`config.mk`:
```
export PLATFORM = sky130hd
export DESIGN_NAME = uart_mmio_flat
export DESIGN_NICKNAME = d
export VERILOG_FILES = /design/src/rtl/uart_mmio_pkg.sv /design/src/rtl/uart_mmio_if.sv /design/src/rtl/uart_rx_core.sv /design/src/rtl/uart_mmio.sv /design/src/flat_wrapper.sv
export SDC_FILE = /design/constraint.sdc
export NUM_CORES = 1
export LEC_CHECK = 0
export ABC_CLOCK_PERIOD_IN_PS = 2110
export CORE_UTILIZATION = 40
export CTS_CLUSTER_SIZE = 14
export DETAILED_ROUTE_END_ITERATION = 12
export HOLD_SLACK_MARGIN = 0.05
export PLACE_DENSITY_LB_ADDON = 0.05
export SLEW_MARGIN = 20
export SYNTH_ARGS = -nofsm -noshare
export SYNTH_HDL_FRONTEND = slang
export SYNTH_SLANG_ARGS = --single-unit
```
`constraint.sdc`:
```
create_clock -name clk -period 2.11 [get_ports clk]
set_clock_uncertainty 0.05 [all_clocks]
set_input_delay 0.211 -clock clk [delete_from_list [all_inputs] [get_ports clk]]
set_output_delay 0.211 -clock clk [all_outputs]
set_load 0.02 [all_outputs]
```
`src/rtl/uart_mmio_pkg.sv`:
```
// uart_mmio shared definitions: register offsets,
// CON bit positions and serial FSM state encodings.
package uart_pkg;

  localparam logic [3:0] OFF_TXD = 4'h0;
  localparam logic [3:0] OFF_RXD = 4'h4;
  localparam logic [3:0] OFF_CON = 4'h8;

  localparam int CON_BUSY  = 0;
  localparam int CON_DONE  = 1;
  localparam int CON_VALID = 2;
  localparam int CON_OVR   = 3;
  localparam int CON_FERR  = 4;

  localparam logic [1:0] ST_IDLE  = 2'd0;
  localparam logic [1:0] ST_START = 2'd1;
  localparam logic [1:0] ST_DATA  = 2'd2;
  localparam logic [1:0] ST_STOP  = 2'd3;

  typedef enum logic [1:0] {
    S_IDLE  = ST_IDLE,
    S_START = ST_START,
    S_DATA  = ST_DATA,
    S_STOP  = ST_STOP
  } ser_state_t;

endpackage

```
`src/rtl/uart_mmio_if.sv`:
```
// MEM-stage device bus as seen by uart_mmio.
// The CPU side is master, the UART is slave.
interface uart_mmio_if;

  logic [31:0] Address;
  logic [31:0] Write_data;
  logic [31:0] Read_data;
  logic        MemRead;
  logic        MemWrite;

  modport master (
    output Address,
    output Write_data,
    output MemRead,
    output MemWrite,
    input  Read_data
  );

  modport slave (
    input  Address,
    input  Write_data,
    input  MemRead,
    input  MemWrite,
    output Read_data
  );

endinterface

```
`src/rtl/uart_rx_core.sv`:
```
// 8N1 receiver: 2-flop synchronizer plus sampling FSM.
// Emits a one-cycle strobe per good byte or framing error.
module uart_rx_core
  import uart_pkg::*;
#(
  parameter int CLKS_PER_BIT = 868
) (
  input  logic       clk,
  input  logic       reset,
  input  logic       rx,
  output logic [7:0] rx_byte,
  output logic       rx_strobe,
  output logic       rx_ferr
);

  localparam int CW = $clog2(CLKS_PER_BIT);
  localparam logic [CW-1:0] HALF = CW'(CLKS_PER_BIT/2 - 1);
  localparam logic [CW-1:0] FULL = CW'(CLKS_PER_BIT - 1);

  logic          s1;
  logic          s2;
  logic          s2_d;
  ser_state_t    st;
  logic [CW-1:0] cnt;
  logic [2:0]    bit_idx;
  logic [7:0]    sh;
  logic          brk;

  always_ff @(posedge clk) begin
    if (reset) begin
      s1        <= 1'b1;
      s2        <= 1'b1;
      s2_d      <= 1'b1;
      st        <= S_IDLE;
      cnt       <= '0;
      bit_idx   <= '0;
      sh        <= '0;
      brk       <= 1'b0;
      rx_byte   <= '0;
      rx_strobe <= 1'b0;
      rx_ferr   <= 1'b0;
    end else begin
      s1        <= rx;
      s2        <= s1;
      s2_d      <= s2;
      rx_strobe <= 1'b0;
      rx_ferr   <= 1'b0;
      unique case (st)
        S_IDLE: begin
          if (s2_d && !s2) begin
            st  <= S_START;
            cnt <= '0;
          end
        end
        S_START: begin
          if (cnt == HALF) begin
            cnt     <= '0;
            bit_idx <= '0;
            st      <= s2 ? S_IDLE : S_DATA;
          end else begin
            cnt <= cnt + 1'b1;
          end
        end
        S_DATA: begin
          if (cnt == FULL) begin
            cnt <= '0;
            sh  <= {s2, sh[7:1]};
            if (bit_idx == 3'd7) st <= S_STOP;
            else bit_idx <= bit_idx + 1'b1;
          end else begin
            cnt <= cnt + 1'b1;
          end
        end
        S_STOP: begin
          // after a bad stop bit, hold until the line idles high
          if (brk) begin
            if (s2) begin
              brk <= 1'b0;
              st  <= S_IDLE;
            end
          end else if (cnt == FULL) begin
            cnt <= '0;
            if (s2) begin
              rx_byte   <= sh;
              rx_strobe <= 1'b1;
              st        <= S_IDLE;
            end else begin
              rx_ferr <= 1'b1;
              brk     <= 1'b1;
            end
          end else begin
            cnt <= cnt + 1'b1;
          end
        end
      endcase
    end
  end

endmodule

```
`src/rtl/uart_mmio.sv`:
```
// Memory-mapped UART: TXD/RXD/CON registers,
// 8N1 transmitter and an instance of uart_rx_core.
module uart_mmio
  import uart_pkg::*;
#(
  parameter int          CLKS_PER_BIT = 868,
  parameter logic [31:0] BASE_ADDR    = 32'h4000_0018
) (
  input  logic  clk,
  input  logic  reset,
  uart_mmio_if.slave bus,
  input  logic  uart_rx,
  output logic  uart_tx
);

  localparam int CW = $clog2(CLKS_PER_BIT);
  localparam logic [CW-1:0] FULL = CW'(CLKS_PER_BIT - 1);
  localparam logic [31:0] A_TXD = BASE_ADDR + 32'(OFF_TXD);
  localparam logic [31:0] A_RXD = BASE_ADDR + 32'(OFF_RXD);
  localparam logic [31:0] A_CON = BASE_ADDR + 32'(OFF_CON);

  logic hit_txd;
  logic hit_rxd;
  logic hit_con;
  logic wr_txd;
  logic wr_con;
  logic rd_rxd;

  assign hit_txd = bus.Address[31:2] == A_TXD[31:2];
  assign hit_rxd = bus.Address[31:2] == A_RXD[31:2];
  assign hit_con = bus.Address[31:2] == A_CON[31:2];
  assign wr_txd  = bus.MemWrite && hit_txd;
  assign wr_con  = bus.MemWrite && hit_con;
  assign rd_rxd  = bus.MemRead  && hit_rxd;

  logic unused_bits;
  assign unused_bits = ^{bus.Write_data[31:8],
                         bus.Address[1:0]};

  ser_state_t    tx_state;
  logic [CW-1:0] tx_cnt;
  logic [2:0]    tx_bit;
  logic [7:0]    tx_sh;
  logic [7:0]    last_tx_byte;
  logic          tx_last;
  logic          tx_fin;
  logic          tx_busy;

  assign tx_last = tx_cnt == FULL;
  assign tx_fin  = (tx_state == S_STOP) && tx_last;
  assign tx_busy = tx_state != S_IDLE;

  always_ff @(posedge clk) begin
    if (reset) begin
      tx_state     <= S_IDLE;
      tx_cnt       <= '0;
      tx_bit       <= '0;
      tx_sh        <= '0;
      last_tx_byte <= '0;
      uart_tx      <= 1'b1;
    end else begin
      unique case (tx_state)
        S_IDLE: begin
          if (wr_txd) begin
            tx_state     <= S_START;
            tx_sh        <= bus.Write_data[7:0];
            last_tx_byte <= bus.Write_data[7:0];
            tx_cnt       <= '0;
            uart_tx      <= 1'b0;
          end
        end
        S_START: begin
          if (tx_last) begin
            tx_state <= S_DATA;
            tx_cnt   <= '0;
            tx_bit   <= '0;
            uart_tx  <= tx_sh[0];
            tx_sh    <= {1'b0, tx_sh[7:1]};
          end else begin
            tx_cnt <= tx_cnt + 1'b1;
          end
        end
        S_DATA: begin
          if (tx_last) begin
            tx_cnt <= '0;
            if (tx_bit == 3'd7) begin
              tx_state <= S_STOP;
              uart_tx  <= 1'b1;
            end else begin
              tx_bit  <= tx_bit + 1'b1;
              uart_tx <= tx_sh[0];
              tx_sh   <= {1'b0, tx_sh[7:1]};
            end
          end else begin
            tx_cnt <= tx_cnt + 1'b1;
          end
        end
        S_STOP: begin
          if (tx_last) begin
            tx_state <= S_IDLE;
            tx_cnt   <= '0;
          end else begin
            tx_cnt <= tx_cnt + 1'b1;
          end
        end
      endcase
    end
  end

  logic [7:0] rx_byte;
  logic       rx_strobe;
  logic       rx_ferr;

  uart_rx_core #(
    .CLKS_PER_BIT (CLKS_PER_BIT)
  ) u_rx (
    .clk       (clk),
    .reset     (reset),
    .rx        (uart_rx),
    .rx_byte   (rx_byte),
    .rx_strobe (rx_strobe),
    .rx_ferr   (rx_ferr)
  );

  logic       tx_done;
  logic       rx_valid;
  logic       rx_overrun;
  logic       frame_err;
  logic [7:0] rx_data;
  logic       clr_done;
  logic       clr_ovr;
  logic       clr_ferr;

  assign clr_done = wr_con && bus.Write_data[CON_DONE];
  assign clr_ovr  = wr_con && bus.Write_data[CON_OVR];
  assign clr_ferr = wr_con && bus.Write_data[CON_FERR];

  // set terms win over same-edge clears and reads
  always_ff @(posedge clk) begin
    if (reset) begin
      tx_done    <= 1'b0;
      rx_valid   <= 1'b0;
      rx_overrun <= 1'b0;
      frame_err  <= 1'b0;
      rx_data    <= '0;
    end else begin
      tx_done    <= tx_fin | (tx_done & ~clr_done);
      rx_valid   <= rx_strobe | (rx_valid & ~rd_rxd);
      rx_overrun <= (rx_strobe & rx_valid)
                  | (rx_overrun & ~clr_ovr);
      frame_err  <= rx_ferr | (frame_err & ~clr_ferr);
      if (rx_strobe) rx_data <= rx_byte;
    end
  end

  always_comb begin
    bus.Read_data = '0;
    if (bus.MemRead) begin
      unique case (1'b1)
        hit_txd: bus.Read_data = {24'b0, last_tx_byte};
        hit_rxd: bus.Read_data = {24'b0, rx_data};
        hit_con: bus.Read_data = {27'b0, frame_err,
                                  rx_overrun, rx_valid,
                                  tx_done, tx_busy};
        default: bus.Read_data = '0;
      endcase
    end
  end

endmodule

```
`src/flat_wrapper.sv`:
```
// flat-port wrapper written by rule: the top's interface ports become plain ports
module uart_mmio_flat import uart_pkg::*;
#(
  parameter int          CLKS_PER_BIT = 868,
  parameter logic [31:0] BASE_ADDR    = 32'h4000_0018
)
  (clk, reset, uart_rx, uart_tx, bus_Address, bus_Write_data, bus_MemRead, bus_MemWrite, bus_Read_data);
  uart_mmio_if bus_i ();
  input  logic clk;
  input  logic reset;
  input  logic uart_rx;
  output logic uart_tx;
  input wire logic [$bits(bus_i.Address)-1:0] bus_Address;
  input wire logic [$bits(bus_i.Write_data)-1:0] bus_Write_data;
  input wire logic [$bits(bus_i.MemRead)-1:0] bus_MemRead;
  input wire logic [$bits(bus_i.MemWrite)-1:0] bus_MemWrite;
  output wire logic [$bits(bus_i.Read_data)-1:0] bus_Read_data;
  assign bus_i.Address = bus_Address;
  assign bus_i.Write_data = bus_Write_data;
  assign bus_i.MemRead = bus_MemRead;
  assign bus_i.MemWrite = bus_MemWrite;
  assign bus_Read_data = bus_i.Read_data;
  uart_mmio #(.CLKS_PER_BIT(CLKS_PER_BIT), .BASE_ADDR(BASE_ADDR)) u_core (.clk(clk), .reset(reset), .bus(bus_i), .uart_rx(uart_rx), .uart_tx(uart_tx));
endmodule
```
==> flow_results.xml, run 1 <==
<?xml version="1.0" encoding="UTF-8"?>
<metrics>
  <group name="setup_path">
    <metric name="crit_path_top_delay_cell" unit="">sky130_fd_sc_hd__a221o_1</metric>
    <metric name="cp.arrival" unit="ns">2.26</metric>
    <metric name="timing.critical_path.required" unit="ns">2.31</metric>
    <metric name="cp_common_cell" unit="">sky130_fd_sc_hd__ha_4</metric>
    <metric name="crit-reg2reg-launch" unit="">u_core.tx_bit[0]</metric>
    <metric name="path_buf_inv" unit="">1</metric>
    <metric name="regToRegEndpoint" unit="">u_core.tx_sh[7]</metric>
    <metric name="critPathLaunchType" unit="">register</metric>
    <metric name="reg2reg_slack" unit="ns">0.04</metric>
    <metric name="worst-path-stages" unit="">8</metric>
    <metric name="worst_setup_path_startpoint" unit="">u_core.tx_bit[0]</metric>
    <metric name="critical_path.max_fanout" unit="">6</metric>
    <metric name="crit_end" unit="">u_core.tx_sh[7]</metric>
    <metric name="setup.worst_path.class" unit="">register to register</metric>
    <metric name="critical_path.top_delay_family" unit="">compound AO/OA/AOI/OAI gates</metric>
    <metric name="crit_path_end_kind" unit="">register</metric>
    <metric name="crit_path_cell_trace" unit="">ha_4 -&gt; ha_4 -&gt; nor4_4 -&gt; nand3_2 -&gt; a221o_1 -&gt; buf_4 -&gt; o211ai_1 -&gt; o41ai_2</metric>
    <metric name="max_stage_delay" unit="ns">0.43</metric>
    <metric name="r2r.worst_path.cells" unit="">8</metric>
  </group>
  <group name="clock_tree">
    <metric name="cts.path.max_buffers" unit="">2</metric>
    <metric name="cts_htree_levels" unit="">3</metric>
    <metric name="tritoncts.num_buffers" unit="">9</metric>
    <metric name="clock_transition_at_the_registers_of_the_reported_paths" unit="ns">0.08</metric>
    <metric name="tritoncts_clock_tree" unit="">done</metric>
    <metric name="cts_root_buf" unit="">sky130_fd_sc_hd__clkbuf_8</metric>
    <metric name="clk-insertion-delay-late" unit="ns">0.36</metric>
    <metric name="clock_sink_count" unit="">81</metric>
    <metric name="postCtsHoldBufs" unit="">0</metric>
  </group>
  <group name="drt">
    <metric name="via_count" unit="">3667</metric>
    <metric name="detail_route.wirelength" unit="mm">10.2</metric>
    <metric name="iteration_0_drc_markers" unit="">136</metric>
    <metric name="route.detailed.vias_per_inst" unit="">5.12</metric>
    <metric name="drc_errors" unit="">0</metric>
    <metric name="postRouteAntennaNets" unit="">0</metric>
    <metric name="wire_per_inst" unit="µm">14.3</metric>
    <metric name="length_of_the_first_detailed_routing_pass_in_iterations" unit="">4</metric>
  </group>
  <group name="status">
    <metric name="result_of_the_run" unit="">complete, no violations</metric>
  </group>
  <group name="place">
    <metric name="number_of_port_buffers" unit="">51</metric>
    <metric name="dp.final_hpwl" unit="mm">7.21</metric>
    <metric name="gpl.final_weighted_congestion" unit="">0.793</metric>
    <metric name="place_inst" unit="">689</metric>
    <metric name="placement.setup.worst_slack" unit="ns">-0.598</metric>
  </group>
  <group name="timing">
    <metric name="setup_viol" unit="">0</metric>
    <metric name="clock.fmax" unit="GHz">0.484</metric>
    <metric name="min_period_over_period" unit="%">98.0</metric>
    <metric name="layout_min_cycle_time" unit="ns">2.07</metric>
    <metric name="timing.max_slew.rel_slack" unit="%">62.5</metric>
    <metric name="hold_viol_final" unit="">0</metric>
    <metric name="slew_viol_final" unit="">0</metric>
    <metric name="worst_slew_pin_slew" unit="ns">0.562</metric>
    <metric name="grt_setup_unrepaired" unit="">yes</metric>
    <metric name="post-route-worst-setup-slack" unit="ns">0.0426</metric>
  </group>
  <group name="synthesis">
    <metric name="synthesis.area_per_instance" unit="µm²">8.87</metric>
    <metric name="synth_cells" unit="">476</metric>
    <metric name="postSynthRegisterBits" unit="">81</metric>
    <metric name="yosys_warnings" unit="">0</metric>
    <metric name="synth_seq_area_share" unit="%">38.4</metric>
    <metric name="dominant_register_cell_in_the_synthesized_netlist" unit="">sky130_fd_sc_hd__dfxtp_1</metric>
    <metric name="yosys.cell_types.count" unit="">67</metric>
    <metric name="synth-edff-count" unit="">0</metric>
    <metric name="synth.cell_area" unit="mm²">0.00422</metric>
    <metric name="async_set_reset_flop_share_out_of_synthesis" unit="%">0</metric>
  </group>
  <group name="worst_hold_path">
    <metric name="worst_hold_path_type" unit="">input pin to register</metric>
  </group>
  <group name="global_routing">
    <metric name="grt_pass1_vias" unit="">3485</metric>
    <metric name="grt_start_max_net_pins" unit="">29</metric>
    <metric name="grt_pass1_wl" unit="mm">16.7</metric>
    <metric name="track_usage" unit="%">19.1</metric>
    <metric name="antenna_found_initial" unit="">0</metric>
    <metric name="globalRoute.totalOverflow" unit="">0</metric>
  </group>
  <group name="cells_and_area">
    <metric name="final_layout_size_suffix_gt1_share" unit="%">23.4</metric>
    <metric name="n_antenna_cell" unit="">0</metric>
    <metric name="fin_util" unit="%">54.2</metric>
    <metric name="finish.cell_count_without_fillers" unit="">716</metric>
    <metric name="finish.net_count" unit="">657</metric>
    <metric name="final.fill_count" unit="">990</metric>
    <metric name="synthToLayoutAreaGrowth" unit="%">32.0</metric>
  </group>
  <group name="power_and_ir_drop">
    <metric name="vdd_ir_drop_max" unit="mV">0.782</metric>
    <metric name="power.total" unit="W">0.00290</metric>
    <metric name="power_per_cell_area" unit="mW/mm²">521</metric>
    <metric name="cellLeakagePower" unit="nW">2.16</metric>
  </group>
  <group name="floorplan">
    <metric name="io-pin-count" unit="">102</metric>
    <metric name="number_of_placement_rows" unit="">37</metric>
    <metric name="dieArea" unit="mm²">0.0110</metric>
    <metric name="die_h" unit="µm">105</metric>
    <metric name="die_width" unit="µm">105</metric>
    <metric name="placeableCoreArea" unit="mm²">0.0103</metric>
    <metric name="initial_core_util" unit="%">41.1</metric>
  </group>
  <group name="flow_run">
    <metric name="drv_cap" unit="">0</metric>
  </group>
</metrics>
==> per-stage QoR <==
| step | TNS [ns] | hold WS, ns | instance area, µm² |
|---|---|---|---|
| floorplan | -0.00993 | 0.265 | 4320 |
| global placement | -11.97 | 0.347 | 5100 |
| detailed placement | -13.53 | 0.343 | 5100 |
| CTS | 0 | 0.162 | 5410 |
| global route | -0.0846 | 0.210 | 5580 |
| finish | 0 | 0.177 | 5580 |
==> power by group <==
| part | internal, W | leakage, nW | switching [W] | total, W |
|---|---|---|---|---|
| Sequential | 0.00153 | 0.654 | 0.00000246 | 0.00153 |
| Combinational | 0.0000953 | 1.40 | 0.000123 | 0.000218 |
| Clock | 0.000556 | 0.101 | 0.000596 | 0.00115 |
==> layout make-up <==
class | instances | area (µm²) | area share, %
Multi-Input combinational cell | 364 | 2590 | 46.5
Sequential cell | 81 | 1630 | 29.2
Timing Repair Buffer | 109 | 947 | 17.0
Tap cell | 136 | 170 | 3.05
Clock buffer | 9 | 124 | 2.22
Clock inverter | 6 | 73.8 | 1.32
Inverter | 11 | 41.3 | 0.741
==> state kept, by name, indices dropped and copies added (netlist names), 2 cells and up, named ones only <==
name	flops
u_core.tx_bit	3
u_core.u_rx.rx_byte	8
u_core.last_tx_byte	8
u_core.tx_cnt	10
u_core.tx_sh	8
u_core.rx_data	8
u_core.u_rx.bit_idx	3
u_core.u_rx.sh	8
u_core.tx_state	2
u_core.u_rx.cnt	10
==> cells in the mapped netlist, drive strengths merged (10+ instances only) <==
master  instances  share of area, %
inv            11              0.98
buf            29               4.9
ha             12               3.6
o21ai          22               2.6
a21oi          28               3.3
mux2i          48                11
nor2           62               5.6
nand2          34               3.0
dfxtp          81                38
clkbuf         15               1.3
nand3          10               1.2
==> timing repair <==
action,CTS,global route
buffers inserted,7,3
setup endpoints to repair,26,22
pin swaps,8,33
gates resized for setup,68,41
gates cloned,2,0
==> placed cells by master, fill, tap and decap left out, types with 5 or more instances in the layout <==
cell type,instances
sky130_fd_sc_hd__dfxtp_1,78
sky130_fd_sc_hd__nor2_1,61
sky130_fd_sc_hd__buf_4,59
sky130_fd_sc_hd__mux2i_1,47
sky130_fd_sc_hd__nand2_1,33
sky130_fd_sc_hd__conb_1,24
sky130_fd_sc_hd__a21oi_1,22
sky130_fd_sc_hd__clkdlybuf4s50_1,21
sky130_fd_sc_hd__o21ai_0,18
sky130_fd_sc_hd__dlygate4sd2_1,18
sky130_fd_sc_hd__inv_1,11
sky130_fd_sc_hd__ha_1,10
sky130_fd_sc_hd__clkbuf_8,9
sky130_fd_sc_hd__nand3_1,8
sky130_fd_sc_hd__and2_1,7
sky130_fd_sc_hd__nand4_1,7
sky130_fd_sc_hd__and3_1,6
sky130_fd_sc_hd__a21oi_2,6
sky130_fd_sc_hd__o31ai_1,6
sky130_fd_sc_hd__mux2_2,5
sky130_fd_sc_hd__or4_1,5
sky130_fd_sc_hd__or3_1,5
==> how the worst min path moves through the flow <==
stage	startpoint	end	slack [ns]	cells after the start
after floorplan	uart_rx	u_core.u_rx.s1	0.26	1
after detailed placement	u_core.u_rx.s1	u_core.u_rx.s2	0.34	1
after global routing	reset	u_core.tx_sh[2]	0.21	2
after CTS	reset	u_core.last_tx_byte[2]	0.16	2
final	reset	u_core.tx_sh[6]	0.18	2
after global placement	u_core.u_rx.s1	u_core.u_rx.s2	0.35	1
==> cell families (layout without fill, tap and decap cells) <==
kind of cell / count (synthesis) / count (layout) / share of synthesized area, %
adders and majority gates: 12 / 12 / 3.56
muxes: 53 / 53 / 12.7
and+or+nand+nor: 182 / 182 / 23.8
xor gates and xnor gates: 5 / 5 / 1.04
other: 1 / 24 / 0.0888
AOI/OAI and AO/OA: 87 / 88 / 13.2
buffers and inverters: 55 / 135 / 7.23
DFF: 81 / 81 / 38.4
==> layer usage <==
metal  wire (µm)  share of wire, %  vias up  global-route usage [%]
met5           0                 0        -                       0
met4         125               1.2        0                    6.34
met3         406               4.0        8                    4.55
met2        5050                49       69                    32.7
met1        4640                45     1729                    23.4
li1            -                 -     1861                       -
==> worst register-to-register path, delay by kind of cell, from the launching register on <==
family	cells	cell delay [ns]
and+or+nand+nor	2	0.36
DFF	1	0.34
adders and majority gates	2	0.32
AOI/OAI and AO/OA	3	0.72
buffers and inverters	1	0.17
Note: power is estimated with default switching activity, not from simulation.
==> inputs of run 2 (changes only) <==
GPL_TIMING_DRIVEN = 0   (was default)
==> flow_results.xml, run 2 (synthesized netlist as in run 1, its figures left out) <==
<?xml version="1.0" encoding="UTF-8"?>
<metrics>
  <group name="timing">
    <metric name="clock.fmax" unit="GHz">0.478</metric>
    <metric name="grt_setup_unrepaired" unit="">yes</metric>
    <metric name="slew_viol_final" unit="">0</metric>
    <metric name="worst_slew_pin_slew" unit="ns">0.684</metric>
    <metric name="post-route-worst-setup-slack" unit="ns">0.0201</metric>
    <metric name="timing.max_slew.rel_slack" unit="%">54.4</metric>
    <metric name="min_period_over_period" unit="%">99.0</metric>
    <metric name="hold_viol_final" unit="">0</metric>
    <metric name="fin_tns_setup" unit="ns">0</metric>
    <metric name="setup_viol" unit="">0</metric>
    <metric name="layout_min_cycle_time" unit="ns">2.09</metric>
  </group>
  <group name="cells_and_area">
    <metric name="final_layout_size_suffix_gt1_share" unit="%">22.7</metric>
    <metric name="final_cell_mix" unit="">73 x sky130_fd_sc_hd__dfxtp_1, 60 x sky130_fd_sc_hd__nor2_1, 48 x sky130_fd_sc_hd__mux2i_1, 47 x sky130_fd_sc_hd__buf_4, 32 x sky130_fd_sc_hd__nand2_1</metric>
    <metric name="final.fill_count" unit="">1002</metric>
    <metric name="n_antenna_cell" unit="">0</metric>
    <metric name="largest_registers" unit="">u_core.tx_cnt: 10 flops, u_core.u_rx.cnt: 10 flops</metric>
    <metric name="multi_input_comb_area" unit="mm²">0.00261</metric>
    <metric name="seqCellArea" unit="mm²">0.00164</metric>
    <metric name="layout_commonest_cell" unit="">sky130_fd_sc_hd__dfxtp_1</metric>
    <metric name="synthToLayoutAreaGrowth" unit="%">32.7</metric>
    <metric name="finish.net_count" unit="">659</metric>
  </group>
  <group name="floorplan">
    <metric name="initial_core_util" unit="%">41.1</metric>
    <metric name="dieArea" unit="mm²">0.0110</metric>
    <metric name="io-pin-count" unit="">102</metric>
    <metric name="number_of_placement_rows" unit="">37</metric>
    <metric name="die_h" unit="µm">105</metric>
    <metric name="placeableCoreArea" unit="mm²">0.0103</metric>
    <metric name="die_width" unit="µm">105</metric>
  </group>
  <group name="global_routing">
    <metric name="antenna_found_initial" unit="">0</metric>
    <metric name="track_usage" unit="%">19.5</metric>
    <metric name="globalRoute.totalOverflow" unit="">0</metric>
    <metric name="grt_pass1_vias" unit="">3485</metric>
    <metric name="grt_start_max_net_pins" unit="">15</metric>
    <metric name="grt_pass1_wl" unit="mm">17.2</metric>
  </group>
  <group name="setup_path">
    <metric name="cp.arrival" unit="ns">2.33</metric>
    <metric name="crit_path_end_kind" unit="">register</metric>
    <metric name="r2r.worst_path.cells" unit="">8</metric>
    <metric name="critPathLaunchType" unit="">register</metric>
    <metric name="critical_path.max_fanout" unit="">5</metric>
    <metric name="timing.critical_path.required" unit="ns">2.35</metric>
    <metric name="setup.worst_path.class" unit="">register to register</metric>
  </group>
  <group name="place">
    <metric name="placement.setup.worst_slack" unit="ns">-0.840</metric>
    <metric name="dp.final_hpwl" unit="mm">7.33</metric>
    <metric name="gpl.final_weighted_congestion" unit="">0.775</metric>
    <metric name="number_of_port_buffers" unit="">51</metric>
  </group>
  <group name="drt">
    <metric name="route.layer.met1.wl" unit="mm">4.85</metric>
    <metric name="length_of_the_first_detailed_routing_pass_in_iterations" unit="">4</metric>
    <metric name="detail_route.wirelength" unit="mm">10.4</metric>
    <metric name="drc_errors" unit="">0</metric>
    <metric name="wire_per_inst" unit="µm">14.4</metric>
    <metric name="via_count" unit="">3683</metric>
    <metric name="met3RoutedLength" unit="µm">430</metric>
    <metric name="postRouteAntennaNets" unit="">0</metric>
    <metric name="routed-wl-met2" unit="mm">4.96</metric>
    <metric name="top_layer_used" unit="">met4</metric>
    <metric name="iteration_0_drc_markers" unit="">136</metric>
    <metric name="route.detailed.vias_per_inst" unit="">5.13</metric>
  </group>
  <group name="worst_hold_path">
    <metric name="worst_hold_path_type" unit="">register to register</metric>
    <metric name="timing.hold.worst_path_depth" unit="">1</metric>
  </group>
  <group name="clock_tree">
    <metric name="cts_htree_levels" unit="">3</metric>
    <metric name="clock_sink_count" unit="">81</metric>
    <metric name="cts.path.max_buffers" unit="">2</metric>
    <metric name="tritoncts_clock_tree" unit="">done</metric>
    <metric name="cts_root_buf" unit="">sky130_fd_sc_hd__clkbuf_8</metric>
    <metric name="clk-insertion-delay-late" unit="ns">0.36</metric>
    <metric name="clock_transition_at_the_registers_of_the_reported_paths" unit="ns">0.09</metric>
    <metric name="tritoncts.num_buffers" unit="">9</metric>
  </group>
  <group name="power_and_ir_drop">
    <metric name="cellLeakagePower" unit="nW">2.15</metric>
    <metric name="vdd_ir_drop_max" unit="mV">0.406</metric>
    <metric name="power_per_cell_area" unit="mW/mm²">526</metric>
  </group>
  <group name="flow_run">
    <metric name="drv_cap" unit="">0</metric>
  </group>
  <group name="status">
    <metric name="result_of_the_run" unit="">complete, no violations</metric>
  </group>
</metrics>
## run 2: cell types whose count changed in the layout (fill, tap and decap cells not counted), sizes merged
cell / change
inv: -2
buf: -9
clkdlybuf4s50: +6
dlymetal6s2s: +4
clkinv: +1
clkbuf: +12
a221o: -1
dlygate4sd2: -9
## run 2: worst paths after layout
kind | to | startpoint | slack [ns]
setup / recovery | u_core.tx_sh[6] | u_core.tx_bit[0] | 0.02
hold / removal | u_core.u_rx.s2 | u_core.u_rx.s1 | 0.36
setup reg to reg | u_core.tx_sh[6] | u_core.tx_bit[0] | 0.02
hold reg to reg | u_core.u_rx.s2 | u_core.u_rx.s1 | 0.36
## run 2: worst max-delay path: stages, from the launching register on
cell	delay [ns]
sky130_fd_sc_hd__dfxtp_4	0.36
sky130_fd_sc_hd__ha_4	0.16
sky130_fd_sc_hd__ha_4	0.16
sky130_fd_sc_hd__nor4_4	0.13
sky130_fd_sc_hd__nand3_2	0.14
sky130_fd_sc_hd__a221o_2	0.41
sky130_fd_sc_hd__clkbuf_8	0.16
sky130_fd_sc_hd__or3_1	0.34
sky130_fd_sc_hd__a21oi_1	0.12
## run 2: power breakdown
| group | switching (W) | total, W | internal [W] |
|---|---|---|---|
| Clock | 0.000585 | 0.00117 | 0.000583 |
| Combinational | 0.000130 | 0.000247 | 0.000117 |
| Sequential | 0.00000395 | 0.00153 | 0.00153 |
## run 2: cell type report
type	instances	area share, %
multi-input combinational	363	46.6
tap	136	3.04
buffer	40	4.71
timing repair buffer	72	12.1
sequential	81	29.2
inverter	11	0.737
clock inverter	5	1.16
clock buffer	10	2.46
## run 2: metal layers
| layer | vias to the layer above | global-route usage (%) |
|---|---|---|
| li1 | 1865 | - |
| met2 | 69 | 32.6 |
| met4 | 0 | 5.73 |
| met3 | 10 | 4.30 |
| met1 | 1739 | 25.1 |
| met5 | - | 0 |
## run 2: per-stage QoR
stage | total power [W] | hold WS, ns | instance area (µm²) | util [%] | instances
after detailed placement | 0.00181 | 0.345 | 5000 | 48.7 | 686
after CTS | 0.00299 | 0.361 | 5430 | 52.8 | 718
final | 0.00295 | 0.364 | 5600 | 54.5 | 718
after global placement | 0.00181 | 0.354 | 5000 | 48.7 | 686
after global routing | 0.00308 | 0.365 | 5600 | 54.5 | 718
after floorplan | 0.00170 | 0.265 | 4320 | - | 499
## run 2: timing repair
action / CTS / global route
resized for setup: 78 / 47
setup endpoints to repair: 44 / 48
gates cloned: 0 / 0
setup buffers: 18 / 5
pin swaps: 21 / 28
hold buffers: 0 / 0
